**config.mk**
```make
export PLATFORM = sky130hd
export DESIGN_NAME = sequence_timer_gen
export DESIGN_NICKNAME = d
export VERILOG_FILES = /design/src/rtl/sequence_timer_gen.sv
export SDC_FILE = /design/constraint.sdc
export NUM_CORES = 1
export LEC_CHECK = 0
export BUFFER_PORTS_ARGS = -buffer_cell sky130_fd_sc_hd__buf_2
export CAP_MARGIN = 15
export CORE_UTILIZATION = 30
export CTS_BUF_LIST = sky130_fd_sc_hd__clkbuf_16
export CTS_CLUSTER_DIAMETER = 40
export CTS_CLUSTER_SIZE = 28
export DETAILED_ROUTE_END_ITERATION = 6
export PLACE_DENSITY_LB_ADDON = 0.05
export SLEW_MARGIN = 20
export SYNTH_ARGS = -nofsm -noshare
export SYNTH_HDL_FRONTEND = slang
export SYNTH_SLANG_ARGS = --single-unit
```
**constraint.sdc**
```tcl
create_clock -name clk -period 1.4 [get_ports clk]
set_input_delay 0.07 -clock clk [delete_from_list [all_inputs] [get_ports clk]]
set_output_delay 0.07 -clock clk [all_outputs]
set_load 0.05 [all_outputs]
```
**src/rtl/sequence_timer_gen.sv**
```systemverilog
// Timing-state sequencer: T counter gated by start/stop flop S, hold stall, registered opcode->D decode.
// One-edge latency on state/S/D; SEQ_TIMEOUT_EN turns terminal roll-over into saturate + sticky timeout.
module sequence_timer_gen #(
  parameter  int NUM_STATES = 16,
  parameter  int OPC_W      = 3,
  localparam int CNT_W      = $clog2(NUM_STATES)
) (
  input  logic                  clk,
  input  logic                  reset,
  input  logic                  inc,
  input  logic                  clr,
  input  logic                  hold,
  input  logic                  start,
  input  logic                  halt,
  input  logic                  load_opc,
  input  logic [OPC_W-1:0]      opcode,
  output logic [CNT_W-1:0]      state,
  output logic [NUM_STATES-1:0] t_onehot,
  output logic [2**OPC_W-1:0]   d_onehot,
  output logic                  S,
  output logic                  wrap,
  output logic                  timeout
);

  localparam int               D_W  = 2**OPC_W;
  localparam logic [CNT_W-1:0] LAST = CNT_W'(NUM_STATES - 1);

  logic advance;
  assign advance = inc && S && !hold;

  always_ff @(posedge clk) begin
    if (reset) begin
      state    <= '0;
      S        <= 1'b0;
      d_onehot <= D_W'(1);
      wrap     <= 1'b0;
      timeout  <= 1'b0;
    end else begin
      wrap <= 1'b0;

      if (halt)
        S <= 1'b0;
      else if (start)
        S <= 1'b1;

      if (load_opc)
        d_onehot <= D_W'(1) << opcode;

      // clr outranks everything except reset, even with S low or hold high
      if (clr) begin
        state <= '0;
      end else if (advance) begin
        if (state == LAST) begin
`ifdef SEQ_TIMEOUT_EN
          timeout <= 1'b1;
`else
          state   <= '0;
          wrap    <= 1'b1;
`endif
        end else begin
          state <= state + CNT_W'(1);
        end
      end
    end
  end

  always_comb begin
    t_onehot = '0;
    for (int k = 0; k < NUM_STATES; k++)
      t_onehot[k] = (state == CNT_W'(k));
  end

endmodule

```
==> run metrics, run 1 <==
CP max FO=7; antenna violations before repair=0; r2r setup slk=0.31 ns; Post-synth EDFFs=0; WL met3=108 µm; total CTS buffers=3; die height=roughly 52 µm; Synth Area per Inst=around 8.3 µm²; layout cells sized above 1=between 40% and 50%; Syn-to-layout area delta=49.1%; worst hold path class=input port to flop; PwrDens=946 nW/µm²; average wire per standard cell=10.3 µm; vias in the first global route=585; I/O pins=42; final setup vio count=0; Final ANT Viol Nets=0; post-synthesis simple-gate area fraction=36.2%; Hold Violations, Final=0; type of the worst setup path=flop to output port; Worst-Skew Late Latency=0.23 ns; Switch Pwr=0.000227 W; Min Clock Period, post-route=between 1 and 1.5 ns; peak supply drop=0.000927 V; gpl congestion=0.680; first-pass GRT wire length=approximately 2700 µm; status=finished, final reports clean; vias per inst=roughly 4.6; part of the Yosys area used for sequential elements=38.1%; internal power=about 0.00081 W; Clock Skews=0.000510 ns; dpl hpwl=1270 µm; fin nets=147; Post-Syn Area=roughly 740 µm²; # placed instances=154; port buffer count=40; pin count of the biggest net entering global routing=13; M1 wire length=887 µm; Flop pwr share=39.3%; multiplexer share of the synthesized area=0%; RSZ-0062 raised after global routing=true; Starting DRT DRC Count=7; DR vias=729; Main synth FF type=dfxtp_1; All-Layer GR Usage=13.2%; row cnt=17; chip width=51.5 µm; Routed WL=roughly 1600 µm; Max Used Layer=met4; xor/xnor share of the synthesized area=between 1 and 1.5%; postcts setup bufs=0; Initial Util=between 30% and 40%; synthesis-stage register bit count=14; Max Clk Rate=744 MHz; crit path DAT=1.27 ns; Reg clk slew, reported paths=0.04 ns; clock root buffer=clkbuf_16; ANT cells=0; Final Max Tran Viols=0; met2 routed WL=633 µm; core area=2250 µm²; CP required=1.33 ns; Final Cycle Share=between 90% and 100%; Max-Cap Viols=0; CTS H-tree depth=1; YS warnings=0; complex-gate fraction of the synthesized area=11.4%; Non-Filler Instances=159; DRT Pass-1 Iters=4; Logic pwr share=10.1%; Cells after Synth=89; ys async rst share=0%; sw frac=21.8%; Max clock buf depth=2; largest family of logic cells by synthesized area=simple AND/OR/NAND/NOR gates; die area=2650 µm²; adder-cell share of the synthesized area=6.80%; Synth cell types=27; Leak=approximately 0.54 nW; Net Count, Synth=104; type of destination of the critical path=output port; Startpoint Class=flop; clock sinks=14; Clk network pwr share=50.6%; # DRC=0; fin util=48.7%; CTS tree=built; grt total ovfl=0
power by group through the flow:
stage          sequential (W)  clock (W)  combinational, W
5_1_grt              0.000408   0.000563          0.000115
4_1_cts              0.000412   0.000541          0.000105
3_3_place_gp         0.000421          0          0.000102
3_5_place_dp         0.000421          0          0.000103
6_report             0.000408   0.000525          0.000105
2_1_floorplan        0.000451          0         0.0000405
per-layer routing:
layer,vias up,global-route usage [%]
met3,2,3.51
met1,311,19.6
li1,389,-
met5,-,0
met2,27,18.8
met4,0,2.70
final cells by class:
type | instances | area [µm²]
Inverter | 5 | 18.8
Timing Repair Buffer | 41 | 241
Tap cell | 28 | 35.0
Fill cell | 232 | 1160
Multi-Input combinational cell | 67 | 430
Clock inverter | 1 | 3.75
Sequential cell | 14 | 293
Clock buffer | 3 | 75.1
synth_stat cells, types with 2 or more instances:
library cell	n	area, µm²
dfxtp_1	14	280
and2_1	12	75.1
nand2_1	8	30.0
nor2_1	8	30.0
nor2b_1	6	37.5
a21oi_1	5	25.0
inv_1	5	18.8
ha_1	4	50.1
nand3_1	4	20.0
and3_1	3	18.8
a32oi_1	2	17.5
nand4_1	2	12.5
nor3_1	2	10.0
critical path, cell delays in order (launching register included):
cell and delay, ns:
dfxtp_4 0.37, inv_1 0.06, ha_1 0.22, and3_1 0.19, clkbuf_4 0.20
cells in the final DEF, fill, tap and decap left out, types with 2 or more instances in the layout:
cell type | synthesis | routed
a21oi_1 | 5 | 5
a32oi_1 | 2 | 2
and2_1 | 12 | 8
and2_2 | 0 | 4
and3_1 | 3 | 3
buf_2 | 1 | 29
buf_4 | 1 | 5
clkbuf_16 | 0 | 3
clkbuf_4 | 0 | 5
dfxtp_1 | 14 | 10
dfxtp_4 | 0 | 3
ha_2 | 0 | 3
inv_1 | 5 | 5
nand2_1 | 8 | 8
nand3_1 | 4 | 4
nand4_1 | 2 | 2
nor2_1 | 8 | 8
nor2b_1 | 6 | 4
nor2b_2 | 0 | 2
nor3_1 | 2 | 2
timing repair:
| item | 4_1_cts | 5_1_grt |
|---|---|---|
| hold endpoints to repair | 1 | 0 |
| gates resized for setup | 4 | 20 |
| hold buffers | 1 | 0 |
| endpoints found under the setup margin | 6 | 14 |
worst paths after layout:
kind	endpoint	start	depth (start not counted)
setup / recovery	t_onehot[13]	state[1]	4
hold / removal	S	start	3
setup reg to reg	state[3]	S	3
hold reg to reg	d_onehot[5]	d_onehot[5]	2
metrics by stage:
step	cell area [µm²]	power [W]	hold slack [ns]	TNS (ns)	worst slack (ns)
after global routing	1100	0.00109	0.133	-0.00733	-0.00733
after CTS	1060	0.00106	0.0906	0	0.00399
after detailed placement	957	0.000524	0.236	0	0.189
after global placement	957	0.000523	0.233	0	0.199
final	1100	0.00104	0.0938	0	0.0565
after floorplan	746	0.000492	0.147	0	0.0173
state kept, by name, summed over array words and instances, names as in the netlist:
name	count
S	1
d_onehot	8
state	4
wrap	1
cell families (layout without fill, tap and decap cells):
logic type                 after synthesis  count (layout)
adders and majority gates                4               4
buffers and inverters                    8              50
DFF                                     14              14
other                                    1               1
xor gates and xnor gates                 1               1
and+or+nand+nor                         49              49
AOI/OAI and AO/OA                       12              12
No activity file was read; power rests on OpenSTA's default activity.
==> run 2, diff against run 1 <==
clock period = 1.68 ns   (was 1.4 ns; I/O delays follow)
==> run metrics, run 2 (synthesis results as in run 1) <==
status=finished, final reports clean (unchanged); Non-Filler Instances=158 (was 159); Reg clk slew, reported paths=0.04 ns (about the same); antenna violations before repair=0 (unchanged); ANT cells=0 (unchanged); Max clock buf depth=2 (unchanged); Max-Cap Viols=0 (unchanged); row cnt=17 (unchanged); postcts setup bufs=0 (unchanged); peak supply drop=0.000896 V (was 0.000927 V); clock sinks=14 (unchanged); Final ANT Viol Nets=0 (unchanged); crit path DAT=1.48 ns (was 1.27 ns); core area=2250 µm² (unchanged); Syn-to-layout area delta=40.3% (was 49.1%); vias in the first global route=616 (was 585); worst-case hold slack=0.105 ns (was 0.0938 ns); commonest non-fill, non-tap cell in the layout=buf_2 (unchanged); first-pass GRT wire length=2670 µm (was 2680 µm); Switch Pwr=0.000188 W (was 0.000227 W); setup tns final=0 ns (unchanged); Leak=0.534 nW (was 0.536 nW); final setup vio count=0 (unchanged); CTS H-tree depth=1 (unchanged); All-Layer GR Usage=13.4% (was 13.2%); commonest cells after routing, fill and taps aside=40 x buf_2, 14 x dfxtp_1, 12 x and2_1, 8 x nor2_1, 8 x nand2_1 (was 29 x buf_2, 10 x dfxtp_1, 8 x nor2_1, 8 x and2_1, 8 x nand2_1); pin count of the biggest net entering global routing=13 (unchanged); gpl congestion=0.701 (was 0.680); max FFs per register=8 (unchanged); Flop pwr share=39.9% (was 39.3%); r2r setup slk=0.47 ns (was 0.31 ns); # placed instances=154 (unchanged); Hold Crit Depth=3 (unchanged); CTS tree=built (unchanged); RSZ-0062 raised after global routing=false (was true); Final Cycle Share=93.3%; type of destination of the critical path=output port (unchanged); die area=2650 µm² (unchanged); Initial Util=32.6% (unchanged); layout cells sized above 1=34.6% (was 44.3%); sw frac=21.7% (was 21.8%); CP max FO=7 (unchanged); average wire per standard cell=10.9 µm (was 10.3 µm); critical register-to-register path startpoint=state[1] (was S); Min Clock Period, post-route=approximately 1.6 ns; total CTS buffers=3 (unchanged); Routed WL=1730 µm (was 1640 µm); CP required=1.60 ns (was 1.33 ns); layout filler cell count=251 (was 232); DRT Pass-1 Iters=3 (was 4); # DRC=0 (unchanged); Starting DRT DRC Count=8 (was 7); clock root buffer=clkbuf_16 (unchanged); Max Clk Rate=638 MHz; type of the worst setup path=flop to output port (unchanged); FF-to-FF path depth=4 (was 3); Worst-Skew Late Latency=0.24 ns (was 0.23 ns); dpl hpwl=1300 µm (was 1270 µm); Clk network pwr share=50.0% (was 50.6%); I/O pins=42 (unchanged); PwrDens=838 nW/µm² (was 946 nW/µm²); largest registers=d_onehot: 8 flops, state: 4 flops (unchanged); port buffer count=40 (unchanged); fin nets=147 (unchanged); Final Max Tran Viols=0 (unchanged); Worst Hold End=S (unchanged); DR vias=741 (was 729); vias per inst=4.69 (was 4.58); worst hold path class=input port to flop (unchanged); chip width=51.5 µm (unchanged); hold path start=start (unchanged); internal power=0.000677 W (was 0.000811 W); Startpoint Class=flop (unchanged); Logic pwr share=10.1% (about the same); Clock Skews=0.000299 ns (was 0.000510 ns); Biggest register=d_onehot (unchanged); reg2reg end=state[0] (was state[3]); Hold Violations, Final=0 (unchanged); grt total ovfl=0 (unchanged); die height=51.5 µm (unchanged)
[run 2: changes by cell type in the layout (fill, tap and decap cells not counted), sizes merged]
cell	before	now
buf	35	40
clkbuf	8	3
clkinv	1	0
[run 2: stage by stage]
| step | total power [W] | area (µm²) | util, % | worst slack (ns) |
|---|---|---|---|---|
| 2_1_floorplan | 0.000410 | 736 | - | 0.0693 |
| 3_3_place_gp | 0.000436 | 947 | 42.0 | 0.352 |
| 3_5_place_dp | 0.000437 | 947 | 42.0 | 0.356 |
| 4_1_cts | 0.000876 | 1030 | 45.8 | 0.102 |
| 6_report | 0.000865 | 1030 | 45.8 | 0.113 |
| 5_1_grt | 0.000897 | 1030 | 45.8 | 0.00966 |
[run 2: cell type report]
cell class,count,area (µm²),share of cell area [%]
multi-input cells,67,413,40.0
flip-flops and latches,14,280,27.2
well taps,28,35.0,3.39
inverters,5,18.8,1.82
clock buffers,3,75.1,7.27
repair buffers,41,210,20.4
[run 2: worst max-delay path, stage by stage, from the launching register on]
cell and delay (ns):
dfxtp_1 0.43, ha_1 0.31, nand3_1 0.16, inv_1 0.08
buf_2 0.26
[run 2: timing repair]
item                                   in CTS  in global routing
endpoints found under the hold margin       1                  0
setup endpoints to repair                   0                  0
gates resized for setup                     0                  0
hold buffers                                1                  0
[run 2: power groups by stage]
stage | combinational (W) | sequential, W | clock [W]
floorplan | 0.0000337 | 0.000376 | 0
CTS | 0.0000874 | 0.000345 | 0.000444
finish | 0.0000872 | 0.000345 | 0.000433
global route | 0.0000945 | 0.000346 | 0.000457
detailed placement | 0.0000855 | 0.000351 | 0
global placement | 0.0000852 | 0.000351 | 0
[run 2: worst max path at each step]
stage / startpoint / end / slack [ns] / cells past startpoint
floorplan: state[2] / t_onehot[4] / 0.07 / 3
global placement: state[0] / t_onehot[15] / 0.35 / 4
detailed placement: state[1] / t_onehot[15] / 0.36 / 4
CTS: state[1] / t_onehot[15] / 0.10 / 4
global route: state[0] / t_onehot[15] / 0.01 / 4
finish: state[1] / t_onehot[15] / 0.11 / 4
[run 2: routing by layer]
layer  up-vias  routed length (µm)  track usage (%)
li1        385                   -                -
met1       324                 916             18.7
met2        30                 681             19.5
met3         2                 118             5.26
met4         0                   9             2.70
met5         -                   0                0
==> run 3, diff against run 2 <==
CORE_ASPECT_RATIO = 0.8   (was unset)
==> run metrics, run 3 (synthesis results as in run 1) <==
largest stage delay on the critical path=0.44 ns (was 0.43 ns); Max clock buf depth=2 (unchanged); Worst-Skew Late Latency=0.24 ns (about the same); Final Max Tran Viols=0 (unchanged); failing checks=design-rule violations; clock root buffer=clkbuf_16 (unchanged); die area=2660 µm² (was 2650 µm²); fin nets=148 (was 147); Leak=0.541 nW (was 0.534 nW); setup tns final=0 ns (unchanged); chip width=57.4 µm (was 51.5 µm); type of destination of the critical path=output port (unchanged); fin util=46.6% (was 45.8%); crit path DAT=1.46 ns (was 1.48 ns); layout filler cell count=231 (was 251); layout cells sized above 1=34.8% (was 34.6%); CTS H-tree depth=1 (unchanged); Non-Filler Instances=157 (was 158); type of the worst setup path=flop to output port (unchanged); All-Layer GR Usage=14.2% (was 13.4%); Max-Cap Viols=0 (unchanged); grt total ovfl=0 (unchanged); DP Worst Slack=0.381 ns (was 0.356 ns); CP max FO=7 (unchanged); Final Cycle Share=91.9% (was 93.3%); RSZ-0062 raised after global routing=false (unchanged); ANT cells=0 (unchanged); r2r setup slk=0.49 ns (was 0.47 ns); peak supply drop=0.000702 V (was 0.000896 V); Startpoint Class=flop (unchanged); core area=2230 µm² (was 2250 µm²); vias per inst=4.70 (was 4.69); die height=46.3 µm (was 51.5 µm); largest registers=d_onehot: 8 flops, state: 4 flops (unchanged); CP Cell Sequence=ha_1, nand3_1, inv_1, buf_2 (unchanged); Final ANT Viol Nets=0 (unchanged); antenna violations before repair=0 (unchanged); # placed instances=152 (was 154); PwrDens=837 nW/µm² (was 838 nW/µm²); PnR worst setup slack=0.136 ns (was 0.113 ns); max FFs per register=8 (unchanged); average wire per standard cell=11.4 µm (was 10.9 µm); commonest non-fill, non-tap cell in the layout=buf_2 (unchanged); worst hold path class=input port to flop (unchanged); status=finished with violations (was finished, final reports clean); Routed WL=1790 µm (was 1730 µm); Min Clock Period, post-route=1.54 ns (was 1.57 ns); total CTS buffers=3 (unchanged); CTS tree=built (unchanged); first-pass GRT wire length=2790 µm (was 2670 µm); Starting DRT DRC Count=19 (was 8); Reg clk slew, reported paths=0.04 ns (about the same); Initial Util=32.9% (was 32.6%); pin count of the biggest net entering global routing=11 (was 13); Hold Violations, Final=0 (unchanged); port buffer count=40 (unchanged); clock sinks=14 (unchanged); DR vias=738 (was 741); I/O pins=42 (unchanged); Clock Skews=0.00157 ns (was 0.000299 ns); # resized after CTS=0 (unchanged); final setup vio count=0 (unchanged); Max Clk Rate=648 MHz (was 638 MHz); Biggest register=d_onehot (unchanged); Critical-path top delay cell=dfxtp_1 (unchanged); row cnt=15 (was 17); # DRC=4 (was 0); CP required=1.60 ns (about the same); gpl congestion=0.700 (was 0.701); commonest cells after routing, fill and taps aside=40 x buf_2, 14 x dfxtp_1, 12 x and2_1, 8 x nor2_1, 8 x nand2_1 (unchanged); dpl hpwl=1420 µm (was 1300 µm); vias in the first global route=601 (was 616); DRT Pass-1 Iters=6 (was 3); Syn-to-layout area delta=41.3% (was 40.3%)
[run 3: cell count changes in the layout (fill, tap and decap cells not counted)]
cell	delta
clkinv_1	+1
buf_4	+1
[run 3: metrics by stage]
step	cell area, µm²	hold WS [ns]	power (W)
2_1_floorplan	736	0.161	0.000410
3_3_place_gp	951	0.249	0.000437
3_5_place_dp	951	0.253	0.000437
4_1_cts	1040	0.102	0.000883
5_1_grt	1040	0.119	0.000901
6_report	1040	0.105	0.000870
[run 3: path summary, 6_finish.rpt]
path | cells past startpoint | end | start
min | 3 | S | start
max reg2reg | 4 | state[2] | state[1]
max | 4 | t_onehot[15] | state[1]
min reg2reg | 2 | d_onehot[6] | d_onehot[6]
[run 3: repair_timing]
item,in CTS,in global routing
hold endpoints to repair,1,0
hold buffers,1,0
setup buffers,0,0
[run 3: final cells by class]
class | instances | area [µm²] | area share [%]
Sequential cell | 14 | 280 | 27.0
Tap cell | 25 | 31.3 | 3.01
Timing Repair Buffer | 42 | 218 | 20.9
Clock inverter | 1 | 3.75 | 0.361
Inverter | 5 | 18.8 | 1.81
Clock buffer | 3 | 75.1 | 7.22
Multi-Input combinational cell | 67 | 413 | 39.7
[run 3: power breakdown]
part | internal [W] | total, W | switching [W] | leakage, nW
combinational | 0.0000264 | 0.0000878 | 0.0000614 | 0.389
sequential | 0.000341 | 0.000345 | 0.00000432 | 0.114
clock | 0.000313 | 0.000438 | 0.000124 | 0.0385
[run 3: critical path, delay by kind of cell, from the launching register on]
| family | cells | cell delay (ns) |
|---|---|---|
| buffers and inverters | 2 | 0.33 |
| and+or+nand+nor | 1 | 0.15 |
| adders and majority gates | 1 | 0.30 |
| DFF | 1 | 0.44 |
[run 3: per-layer routing]
| metal | vias to the layer above | track usage, % | share of wire (%) |
|---|---|---|---|
| met5 | - | 0 | 0 |
| met4 | 0 | 5.85 | 0.62 |
| met3 | 2 | 5.06 | 7.3 |
| met2 | 29 | 18.1 | 38 |
| met1 | 319 | 20.9 | 54 |
| li1 | 388 | - | - |
